==> src/rtl/game_ctrl.sv <==
// game_ctrl: tic-tac-toe move/turn/winner controller driving per-cell square drawers.
// Optional macro FRAME_SYNC_EN: square_x/square_o become vsync-aligned shadow registers.
`default_nettype none

module game_ctrl (
  input  logic       pclk,
  input  logic       rst_n,
  input  logic       new_game,
  input  logic       move_valid,
  input  logic [3:0] move_cell,
  output logic       move_ready,
  output logic       move_reject,
  input  logic       vsync_in,
  output logic [8:0] square_x,
  output logic [8:0] square_o,
  output logic       turn,
  output logic [1:0] winner,
  output logic       game_over
);

  typedef enum logic [1:0] {IDLE, WAIT_MOVE, CHECK, OVER} state_t;

  state_t     state_q, state_d;
  logic [8:0] bx_q, bx_d, bo_q, bo_d;
  logic       turn_q, turn_d;
  logic [1:0] winner_q, winner_d;
  logic       over_q, over_d;
  logic       reject_q, reject_d;

  logic       hs;
  logic       cell_legal;
  logic [8:0] cell_mask;

  function automatic logic has_line(input logic [8:0] b);
    return (b[0] & b[1] & b[2]) | (b[3] & b[4] & b[5]) | (b[6] & b[7] & b[8]) |
           (b[0] & b[3] & b[6]) | (b[1] & b[4] & b[7]) | (b[2] & b[5] & b[8]) |
           (b[0] & b[4] & b[8]) | (b[2] & b[4] & b[6]);
  endfunction

  assign move_ready  = (state_q == WAIT_MOVE);
  assign move_reject = reject_q;
  assign turn        = turn_q;
  assign winner      = winner_q;
  assign game_over   = over_q;

  // new_game wins over a simultaneous move, so it also masks the handshake.
  assign hs         = move_valid & move_ready & ~new_game;
  assign cell_mask  = 9'd1 << move_cell;
  assign cell_legal = (move_cell <= 4'd8) && ((cell_mask & (bx_q | bo_q)) == 9'd0);

  always_comb begin
    state_d  = state_q;
    bx_d     = bx_q;
    bo_d     = bo_q;
    turn_d   = turn_q;
    winner_d = winner_q;
    over_d   = over_q;
    reject_d = 1'b0;
    if (new_game) begin
      state_d  = WAIT_MOVE;
      bx_d     = 9'd0;
      bo_d     = 9'd0;
      turn_d   = 1'b0;
      winner_d = 2'b00;
      over_d   = 1'b0;
    end else begin
      case (state_q)
        WAIT_MOVE: begin
          if (hs) begin
            if (cell_legal) begin
              if (turn_q) bo_d = bo_q | cell_mask;
              else        bx_d = bx_q | cell_mask;
              state_d = CHECK;
            end else begin
              reject_d = 1'b1;
            end
          end
        end
        CHECK: begin
          if (has_line(turn_q ? bo_q : bx_q)) begin
            winner_d = turn_q ? 2'b10 : 2'b01;
            over_d   = 1'b1;
            state_d  = OVER;
          end else if (&(bx_q | bo_q)) begin
            winner_d = 2'b11;
            over_d   = 1'b1;
            state_d  = OVER;
          end else begin
            turn_d  = ~turn_q;
            state_d = WAIT_MOVE;
          end
        end
        default: ;
      endcase
    end
  end

  always_ff @(posedge pclk or negedge rst_n) begin
    if (!rst_n) begin
      state_q  <= IDLE;
      bx_q     <= 9'd0;
      bo_q     <= 9'd0;
      turn_q   <= 1'b0;
      winner_q <= 2'b00;
      over_q   <= 1'b0;
      reject_q <= 1'b0;
    end else begin
      state_q  <= state_d;
      bx_q     <= bx_d;
      bo_q     <= bo_d;
      turn_q   <= turn_d;
      winner_q <= winner_d;
      over_q   <= over_d;
      reject_q <= reject_d;
    end
  end

`ifdef FRAME_SYNC_EN
  logic       vsync_q;
  logic [8:0] sx_q, so_q;

  // Shadows follow the board only on the edge that first sees vsync high,
  // so the display never changes mid-frame.
  always_ff @(posedge pclk or negedge rst_n) begin
    if (!rst_n) begin
      vsync_q <= 1'b0;
      sx_q    <= 9'd0;
      so_q    <= 9'd0;
    end else begin
      vsync_q <= vsync_in;
      if (new_game) begin
        sx_q <= 9'd0;
        so_q <= 9'd0;
      end else if (vsync_in && !vsync_q) begin
        sx_q <= bx_q;
        so_q <= bo_q;
      end
    end
  end

  assign square_x = sx_q;
  assign square_o = so_q;
`else
  logic unused_vsync;
  assign unused_vsync = vsync_in;
  assign square_x     = bx_q;
  assign square_o     = bo_q;
`endif

endmodule

`default_nettype wire

==> config.mk <==
export PLATFORM = sky130hd
export DESIGN_NAME = game_ctrl
export DESIGN_NICKNAME = d
export VERILOG_FILES = /design/src/rtl/game_ctrl.sv
export SDC_FILE = /design/constraint.sdc
export NUM_CORES = 1
export LEC_CHECK = 0
export CORE_MARGIN = 4
export CORE_UTILIZATION = 35
export DETAILED_ROUTE_END_ITERATION = 16
export HOLD_SLACK_MARGIN = 0.06
export PLACE_DENSITY = 0.61
export SLEW_MARGIN = 20
export SYNTH_ARGS = -nofsm -noshare
export SYNTH_HDL_FRONTEND = slang
export SYNTH_SLANG_ARGS = --single-unit
export TNS_END_PERCENT = 100
==> constraint.sdc <==
create_clock -name pclk -period 2.61 [get_ports pclk]
set_input_delay 0.522 -clock pclk [delete_from_list [all_inputs] [get_ports pclk]]
set_output_delay 0.522 -clock pclk [all_outputs]
set_load 0.1 [all_outputs]
# ---- Word-level counts from Yosys, hierarchy flattened
# Cells that the tools add are included.
dict set report op_classes {
  reduce_logical 15
  add_sub_neg 0
  mul 0
  n_lt_le_gt_ge 1
  div 0
  n_mux 34
  shifts 1
  n_eq_ne 7
  n_bitwise 31
}
# cell n
set op_table {}
lappend op_table {{2-to-1 mux 9 bit} 11}
lappend op_table {{bitwise OR 9 bit} 3}
lappend op_table {{2-to-1 mux 2 bit} 10}
lappend op_table {{bitwise AND 1 bit} 18}
lappend op_table {{2-to-1 mux 1 bit} 12}
lappend op_table {{nonzero test 2 bit} 5}
lappend op_table {{bitwise AND 9 bit} 1}
lappend op_table {{logical NOT 9 bit} 1}
lappend op_table {{AND reduction 9 bit} 1}
lappend op_table {{<< shifter 1 x 4 -> 9 bit (first input constant)} 1}
lappend op_table {{AND reduction 4 bit} 2}
lappend op_table {{bitwise OR 1 bit} 7}
lappend op_table {{inequality test 2 bit (second input constant)} 3}
lappend op_table {{inequality test 3 x 2 -> 1 bit (second input constant)} 2}
lappend op_table {{AND reduction 3 bit} 2}
lappend op_table {{nonzero test 3 bit} 2}
lappend op_table {{less-or-equal comparator 4 bit (second input constant)} 1}
lappend op_table {{one-hot mux 2 bit (2 select lines)} 1}
lappend op_table {{== test 2 x 1 -> 1 bit (second input constant)} 1}
lappend op_table {{== test 2 bit (second input constant)} 1}
lappend op_table {{inverter 1 bit} 2}
lappend op_table {{AND reduction 2 bit} 1}
lappend op_table {{logical AND 1 bit} 1}
dict set report totals {
  ff_bits 25
  mem_count 0
  mem_bits_ro 0
  inputBits 9
  wordCells 96
  ram_bits 0
  output_inout_bits 24
  latch_bits 0
}

# ---- Depth between registers and ports, before layout
# Gate-level depths: netlist (run 1).
dict set report depth {
  depth_word 13
  depth_mapped 6
  mapped_depth_nobuf 5
}

# ---- Least setup slack after synthesis (run 1)
# No wires, ideal clock.
dict set report synth_timing {
  kind {flip-flop to flip-flop}
  from {reg state_q[1]}
  to {reg bx_q[3] (netlist: square_x[3])}
  synth_period_minus_slack_ps 2866
  arrival_time_ps 2788
  stages_incl_launch_ff 6
  path_buffers 0
  slack_ps -256
  setup_ps 79
  path_cell_list {dfrtp_1 -> nor2b_1 -> nand2_1 -> nor4_1 -> nand4_1 -> a21oi_1}
}
dict set report synth_between {
  elab_chain_cells 5
  word_cells_on_any_way 6
  cone_classes {eq/ne (1); bitwise (2); reduce/logical (3)}
}
# element line
set synth_rtl {}
lappend synth_rtl {{from (decl)} 23} ;# state_t state_q, state_d;
lappend synth_rtl {{from (signal assigned)} 108} ;# state_q <= state_d;
lappend synth_rtl {{== test 2 x 1 -> 1 bit (*)} 40} ;# assign move_ready = (state_q == WAIT_MOVE);
lappend synth_rtl {{via move_ready} 11} ;# output logic move_ready,
lappend synth_rtl {{bitwise AND 1 bit (2 in series)} 47} ;# assign hs = move_valid & move_ready & ~new_game;
lappend synth_rtl {{nonzero test 2 bit (no source line)} -}
lappend synth_rtl {{AND reduction 4 bit (no source line) (*)} -}
lappend synth_rtl {{to (signal assigned)} 101} ;# bx_q <= 9'd0;
lappend synth_rtl {{to (signal assigned)} 109} ;# bx_q <= bx_d;
lappend synth_rtl {{to (decl)} 24} ;# logic [8:0] bx_q, bx_d, bo_q, bo_d;
# The timed path passes the listed nets; every way through them passes the cells marked *.
# A chain may end at the register's enable or synchronous reset.

# ---- Worst setup path in the final report (run 1)
dict set report layout_timing {
  from {in move_cell[1]}
  to {reg bx_q[4] (netlist: square_x[4])}
}
dict set report layout_between {
  elab_chain_cells 7
  word_cells_on_any_way 13
  cone_classes {order compare (1); shift (1); mux (5); bitwise (2); reduce/logical (4)}
}
# element line
set layout_rtl {}
lappend layout_rtl {{from (decl)} 10} ;# input logic [3:0] move_cell,
lappend layout_rtl {{<< shifter 1 x 4 -> 9 bit} 48} ;# assign cell_mask = 9'd1 << move_cell;
lappend layout_rtl {{bitwise OR 9 bit} 72} ;# else bx_d = bx_q | cell_mask;
lappend layout_rtl {{2-to-1 mux 9 bit} 71} ;# if (turn_q) bo_d = bo_q | cell_mask;
lappend layout_rtl {{2-to-1 mux 9 bit} 70} ;# if (cell_legal) begin
lappend layout_rtl {{2-to-1 mux 9 bit} 69} ;# if (hs) begin
lappend layout_rtl {{2-to-1 mux 9 bit} 67} ;# case (state_q)
lappend layout_rtl {{2-to-1 mux 9 bit} 59} ;# if (new_game) begin
# Several ways; a longest one is shown, not always the timed one. The select of a mux whose other input is x is not followed.

==> key figures, run 1 <==
Setup path
  – Crit path launch type: primary input
  – Biggest fanout along the worst timing path: 12
  – Critical Path End Type: register
  – Worst endpoint data arrival time: 2.41 ns
  – Crit path required time: 2.81 ns
  – Worst setup path category: in -> reg

Timing
  – Count of pins over their slew limit: 0
  – Worst Max-Slew Pin Slew: 0.5588 ns
  – Final worst path period share: 84.43%
  – Number of endpoints with negative hold slack in the final report: 0
  – Max Fclk: 0.4538 GHz
  – Normalized max-slew margin: 62.46%
  – Worst path setup slack after routing: 0.4065 ns
  – Layout Skew: 0.004038 ns
  – Setup Viol. Count Final: 0
  – Setup repair after global routing missed its margin: false
  – Time the worst path needs with I/O delays and setup: 2.204 ns
  – Aggregate negative setup slack: 0 ns

Global routing
  – Number of global-route vias before repair: 1341
  – GR Util All Layers: 16.30%
  – Initial antenna violation count: 0
  – Grt total ovfl: 0
  – Pin count of the biggest net entering global routing: 26
  – Global-route wire length before repair: 6.610 mm

Power
  – Worst IR drop on VDD: 231.4 µV
  – Power density over cell area: 441.8 nW/µm²
  – Overall power after layout: 0.7739 mW
  – Leakage component of the power: 0.7487 nW

Die
  – Die X: 70.34 µm
  – Floorplan die area: 4947 µm²
  – Chip height: 70.34 µm
  – Number of placement rows: 22
  – Ports: 33
  – Starting density of the core: 36.60%
  – Area of the core: 3716 µm²

Detailed routing
  – Vias per Instance: 5.773
  – Detailed Route Iter0 Violations: 68
  – Final antenna-violating net count: 0
  – Number of iterations in the first detailed-routing pass: 4
  – Wire per inst: 16.79 µm
  – DRC violations left: 0
  – Final wirelength: 3.911 mm
  – Vias: 1345

Cells and area
  – Diodes inserted: 0
  – Final std cell area, no fill: 1752 µm²
  – Area grow syn2layout: 28.79%
  – Final design utilization: 47.14%
  – Area occupied by multi-input gates: 673.1 µm²
  – Seq. cell area: 625.6 µm²
  – Layout fillers: 378
  – Final layout net count: 195
  – Layout cells sized above 1: 22.16%

Clocking
  – Clock-pin transition on the worst setup and hold timing paths: 0.09 ns
  – CTS Buffer Depth: 2
  – Clock network latency to the later pin of the worst-skew pair: 0.27 ns
  – Number of setup buffers added after CTS: 0
  – Quantity of hold-fixing buffers added after cts: 0
  – Depth of the CTS H-tree: 1
  – Cells resized by post-CTS repair: 0
  – Clock root buffer: sky130_fd_sc_hd__clkbuf_8
  – Number of buffers added by the clock tree synthesis step: 3
  – Clock tree from TritonCTS: built
  – TritonCTS Sinks: 25

Synth
  – Leading cell types by count after synthesis: sky130_fd_sc_hd__dfrtp_1 (25), sky130_fd_sc_hd__nor2_1 (25), sky130_fd_sc_hd__a21oi_1 (12)
  – Area fraction of the dominant cell type after synthesis: 46.00%
  – Synth warn: 0
  – Prevailing post-synth register cell: sky130_fd_sc_hd__dfrtp_1
  – Share of flip-flops with an asynchronous set or reset: 100.0%
  – Post-synth net total: 157
  – Number of storage elements in the synthesis netlist: 25
  – Share of the yosys chip area belonging to registers: 46.00%
  – Top cell type by total area after synthesis: sky130_fd_sc_hd__dfrtp_1
  – Top cells by area, synth: sky130_fd_sc_hd__dfrtp_1 (46%), sky130_fd_sc_hd__nor2_1 (6.9%), sky130_fd_sc_hd__a22oi_1 (5.0%)
  – EDFF count, synth: 0
  – Post-synthesis cell type count: 37
  – Post-Syn Instances: 148
  – Syn_area_per_cell: 9.190 µm²
  – Syn Std Cell Area: 1360 µm²

Placement
  – Port Buf Inserts: 31
  – Place WS: 0.1562 ns
  – Final estimated routing congestion in global placement: 0.8528
  – Total placed instance area: 1707 µm²
  – Detailed-placement wirelength estimate: 2.960 mm

Status
  – Result of the run: complete, no violations

Flow run
  – Number of max-cap violations: 0

Min path
  – Class of the worst hold path: reg -> reg
-- through the flow --
| stage | cells | hold WS (ns) |
|---|---|---|
| after floorplan | 148 | 0.2264 |
| after global placement | 229 | 0.5009 |
| after detailed placement | 229 | 0.5073 |
| after CTS | 233 | 0.5207 |
| after global routing | 233 | 0.5490 |
| final | 233 | 0.5194 |
-- sequential cells by signal (all words and copies together), names as in the netlist --
name	cells
square_o	9
game_over	1
state_q	2
square_x	9
turn	1
move_reject	1
winner	2
-- worst paths after layout --
check | from | end | slack, ns | depth (start not counted)
max reg2reg | turn | turn | 0.54 | 4
max in group asynchronous | rst_n | square_o[2] | 1.76 | 2
max | move_cell[1] | square_x[4] | 0.41 | 7
min | winner[0] | winner[0] | 0.52 | 2
min reg2reg | winner[0] | winner[0] | 0.52 | 2
min in group asynchronous | rst_n | game_over | 0.61 | 2
-- kinds of logic (layout without fill, tap and decap cells) --
group	after synthesis	after routing	share of synthesized area, %
AOI/OAI and AO/OA	50	50	26.96
muxes	1	1	0.8279
and+or+nand+nor	56	56	21.53
DFF	25	25	46.00
buffers and inverters	16	53	4.692
-- report_power, final --
part           internal [mW]  leakage [nW]  switching [mW]
logic                 0.0416         0.382          0.0991
registers              0.393         0.344          0.0103
clock network          0.109        0.0228           0.120
total                  0.544         0.749           0.230
-- cell usage in the layout, fill, tap and decap left out, types with 2 or more instances in the layout --
cell type,count
sky130_fd_sc_hd__a22oi_1,9
sky130_fd_sc_hd__nand3_1,2
sky130_fd_sc_hd__nor2b_1,3
sky130_fd_sc_hd__o221ai_1,2
sky130_fd_sc_hd__nor3_1,7
sky130_fd_sc_hd__nor2_1,25
sky130_fd_sc_hd__dfrtp_1,25
sky130_fd_sc_hd__a31oi_1,3
sky130_fd_sc_hd__buf_4,32
sky130_fd_sc_hd__a22o_1,2
sky130_fd_sc_hd__clkdlybuf4s50_1,7
sky130_fd_sc_hd__nand2_1,7
sky130_fd_sc_hd__a32o_1,4
sky130_fd_sc_hd__clkbuf_8,3
sky130_fd_sc_hd__inv_1,10
sky130_fd_sc_hd__or4_4,2
sky130_fd_sc_hd__o22ai_1,3
sky130_fd_sc_hd__nand2b_1,3
sky130_fd_sc_hd__o32ai_1,4
sky130_fd_sc_hd__a21oi_1,12
-- routing by layer --
metal	vias to the layer above	track usage (%)	routed length, µm
met4	0	3.617	42
li1	630	-	-
met5	-	0	0
met2	46	26.82	1806
met3	6	2.734	234
met1	663	22.30	1828
-- area by class of cell --
type	count	share of cell area [%]
Tap cell	48	3.429
Timing Repair Buffer	39	17.71
Sequential cell	25	35.71
Inverter	10	2.143
Clock buffer	4	2.571
Multi-Input combinational cell	107	38.43
-- critical path, stage by stage --
cell,delay (ns)
sky130_fd_sc_hd__clkdlybuf4s50_1,0.60
sky130_fd_sc_hd__nor3_1,0.26
sky130_fd_sc_hd__a211oi_1,0.10
sky130_fd_sc_hd__buf_4,0.18
sky130_fd_sc_hd__a2111oi_0,0.49
sky130_fd_sc_hd__a21oi_1,0.13
sky130_fd_sc_hd__nor2_1,0.12
(Power assumes the default switching activity.)
==> run 2: changes to the inputs <==
Settings changed: PLACE_DENSITY 0.61 to 0.63.
Clock period 2.61 ns to 1.8 ns, I/O delays scaled along.
==> key figures, run 2 (synthesized netlist as in run 1, its figures left out) <==
Cells and area
  – Final layout net count: 238 (+22%)
  – Area grow syn2layout: 93.01%
  – Layout cells sized above 1: 55.70% (+34 points)
  – Layout fillers: 288 (-24%)
  – Diodes inserted: 0 (unchanged)
  – Highest-count cells in the layout ignoring fill and taps: sky130_fd_sc_hd__buf_4 (42), sky130_fd_sc_hd__nor2_1 (24), sky130_fd_sc_hd__buf_12 (24)
  – Most common cell after layout, fill and taps aside: sky130_fd_sc_hd__buf_4
  – Non-filler cells, final: 276 (+18%)
  – Final design utilization: 70.64% (+24 points)

Setup path
  – Critical Path End Type: register
  – Reg2Reg Launch Point: square_x[4]
  – Destination of the worst register-to-register timing path: turn
  – Worst endpoint data arrival time: 2.15 ns (-0.26 ns)
  – R2R cell count: 5 (+1)
  – Biggest fanout along the worst timing path: 5 (-7)
  – Register-to-register path setup slack: -0.19 ns (-0.73 ns)
  – Crit path required time: 1.96 ns (-0.85 ns)
  – Crit path launch type: register
  – Worst setup path category: reg -> reg

Timing
  – Final worst path period share: 110.5%
  – Setup Viol. Count Final: 5 (+5)
  – Normalized max-slew margin: 68.33% (+5.9 points)
  – Max Fclk: 0.5028 GHz
  – Number of endpoints with negative hold slack in the final report: 0 (unchanged)
  – Setup repair after global routing missed its margin: true
  – Worst path setup slack after routing: -0.1888 ns (-0.5953 ns)
  – Layout Skew: 0.002151 ns (-0.001886 ns)
  – Count of pins over their slew limit: 0 (unchanged)
  – Time the worst path needs with I/O delays and setup: 1.989 ns
  – Worst Max-Slew Pin Slew: 0.4750 ns (-0.08376 ns)

Global routing
  – Initial antenna violation count: 0 (unchanged)
  – Pin count of the biggest net entering global routing: 26 (unchanged)
  – Global-route wire length before repair: 7.962 mm (+20%)
  – Number of global-route vias before repair: 1602 (+19%)
  – GR Util All Layers: 19.91% (+3.6 points)
  – Grt total ovfl: 0 (unchanged)

Die
  – Starting density of the core: 36.60% (unchanged)
  – Area of the core: 3716 µm² (unchanged)
  – Number of placement rows: 22 (unchanged)
  – Chip height: 70.34 µm (unchanged)
  – Ports: 33 (unchanged)
  – Floorplan die area: 4947 µm² (unchanged)
  – Die X: 70.34 µm (unchanged)

Detailed routing
  – Wire per inst: 17.21 µm (+2.6%)
  – Number of iterations in the first detailed-routing pass: 4 (unchanged)
  – Detailed Route Iter0 Violations: 109 (+60%)
  – Vias per Instance: 5.522 (-4.3%)
  – Final wirelength: 4.751 mm (+21%)
  – DRC violations left: 0 (unchanged)
  – Final antenna-violating net count: 0 (unchanged)
  – Vias: 1524 (+13%)

Clocking
  – TritonCTS Sinks: 25 (unchanged)
  – Clock-pin transition on the worst setup and hold timing paths: 0.09 ns (about the same)
  – Clock network latency to the later pin of the worst-skew pair: 0.26 ns (about the same)
  – Quantity of hold-fixing buffers added after cts: 0 (unchanged)
  – Depth of the CTS H-tree: 1 (unchanged)
  – Clock root buffer: sky130_fd_sc_hd__clkbuf_8
  – Number of buffers added by the clock tree synthesis step: 3 (unchanged)
  – CTS Buffer Depth: 2 (unchanged)
  – Clock tree from TritonCTS: built

Power
  – Leakage component of the power: 1.040 nW (+39%)
  – Worst IR drop on VDD: 307.4 µV (+33%)
  – Power density over cell area: 464.9 nW/µm² (+5.2%)

Status
  – Violated checks: negative setup slack
  – Result of the run: complete, but fails checks

Placement
  – Detailed-placement wirelength estimate: 3.626 mm (+23%)
  – Final estimated routing congestion in global placement: 1.023 (+20%)
  – Total placed cells including tap cells: 266 (+16%)
  – Port Buf Inserts: 31 (unchanged)

Min path
  – Class of the worst hold path: in -> async

Flow run
  – Number of max-cap violations: 0 (unchanged)
-- run 2: area by class of cell --
class                           instances  area (µm²)  share of cell area, %
Clock buffer                            3       41.29                  1.573
Clock inverter                          1       5.005                 0.1907
Inverter                               10       37.54                  1.430
Multi-Input combinational cell        107       838.3                  31.94
Sequential cell                        25       679.4                  25.88
Tap cell                               48       60.06                  2.288
Timing Repair Buffer                   82       963.4                  36.70
-- run 2: report_power, final --
group          switching, mW  leakage [nW]  internal [mW]
combinational          0.175         0.707          0.119
clock                  0.184        0.0255          0.155
sequential            0.0159         0.308          0.572
total                  0.375          1.04          0.846
-- run 2: critical path, cell delays in order, from the launching register on --
cell and delay, ns:
sky130_fd_sc_hd__dfrtp_4 0.53, sky130_fd_sc_hd__a22oi_2 0.17, sky130_fd_sc_hd__o32ai_1 0.09, sky130_fd_sc_hd__or4_4 0.56, sky130_fd_sc_hd__nor3b_4 0.21, sky130_fd_sc_hd__mux2_4 0.31
-- run 2: how the worst max path moves through the flow --
stage / from / endpoint / depth (start not counted)
final: square_x[4] / turn / 5
after global routing: square_o[0] / turn / 5
after CTS: square_o[6] / turn / 5
after detailed placement: move_cell[1] / move_reject / 6
after global placement: move_cell[1] / state_q[0] / 8
after floorplan: square_o[5] / turn / 5
-- run 2: metrics by stage --
| stage | setup TNS [ns] | setup WS (ns) | hold slack (ns) | area [µm²] | power (mW) |
|---|---|---|---|---|---|
| 2_1_floorplan | -0.8801 | -0.3048 | 0.06441 | 1434 | 0.7327 |
| 3_3_place_gp | -6.043 | -0.3321 | 0.5432 | 2350 | 0.8607 |
| 3_5_place_dp | -7.409 | -0.4411 | 0.5444 | 2350 | 0.8647 |
| 4_1_cts | -0.8861 | -0.2462 | 0.4729 | 2512 | 1.208 |
| 5_1_grt | -1.236 | -0.2450 | 0.4812 | 2625 | 1.280 |
| 6_report | -0.6993 | -0.1888 | 0.4618 | 2625 | 1.220 |
-- run 2: what timing repair did --
item / CTS / global route
setup buffers: 3 / 3
pin swaps: 8 / 14
endpoints found under the setup margin: 18 / 12
resized for setup: 23 / 17
-- run 2: layer usage --
metal | vias up | GRT usage [%] | part of all wire [%]
met5 | - | 0 | 0
met4 | 0 | 5.319 | 1.8
met3 | 12 | 3.309 | 4.0
met2 | 43 | 32.12 | 50
met1 | 753 | 27.43 | 44
li1 | 716 | - | -
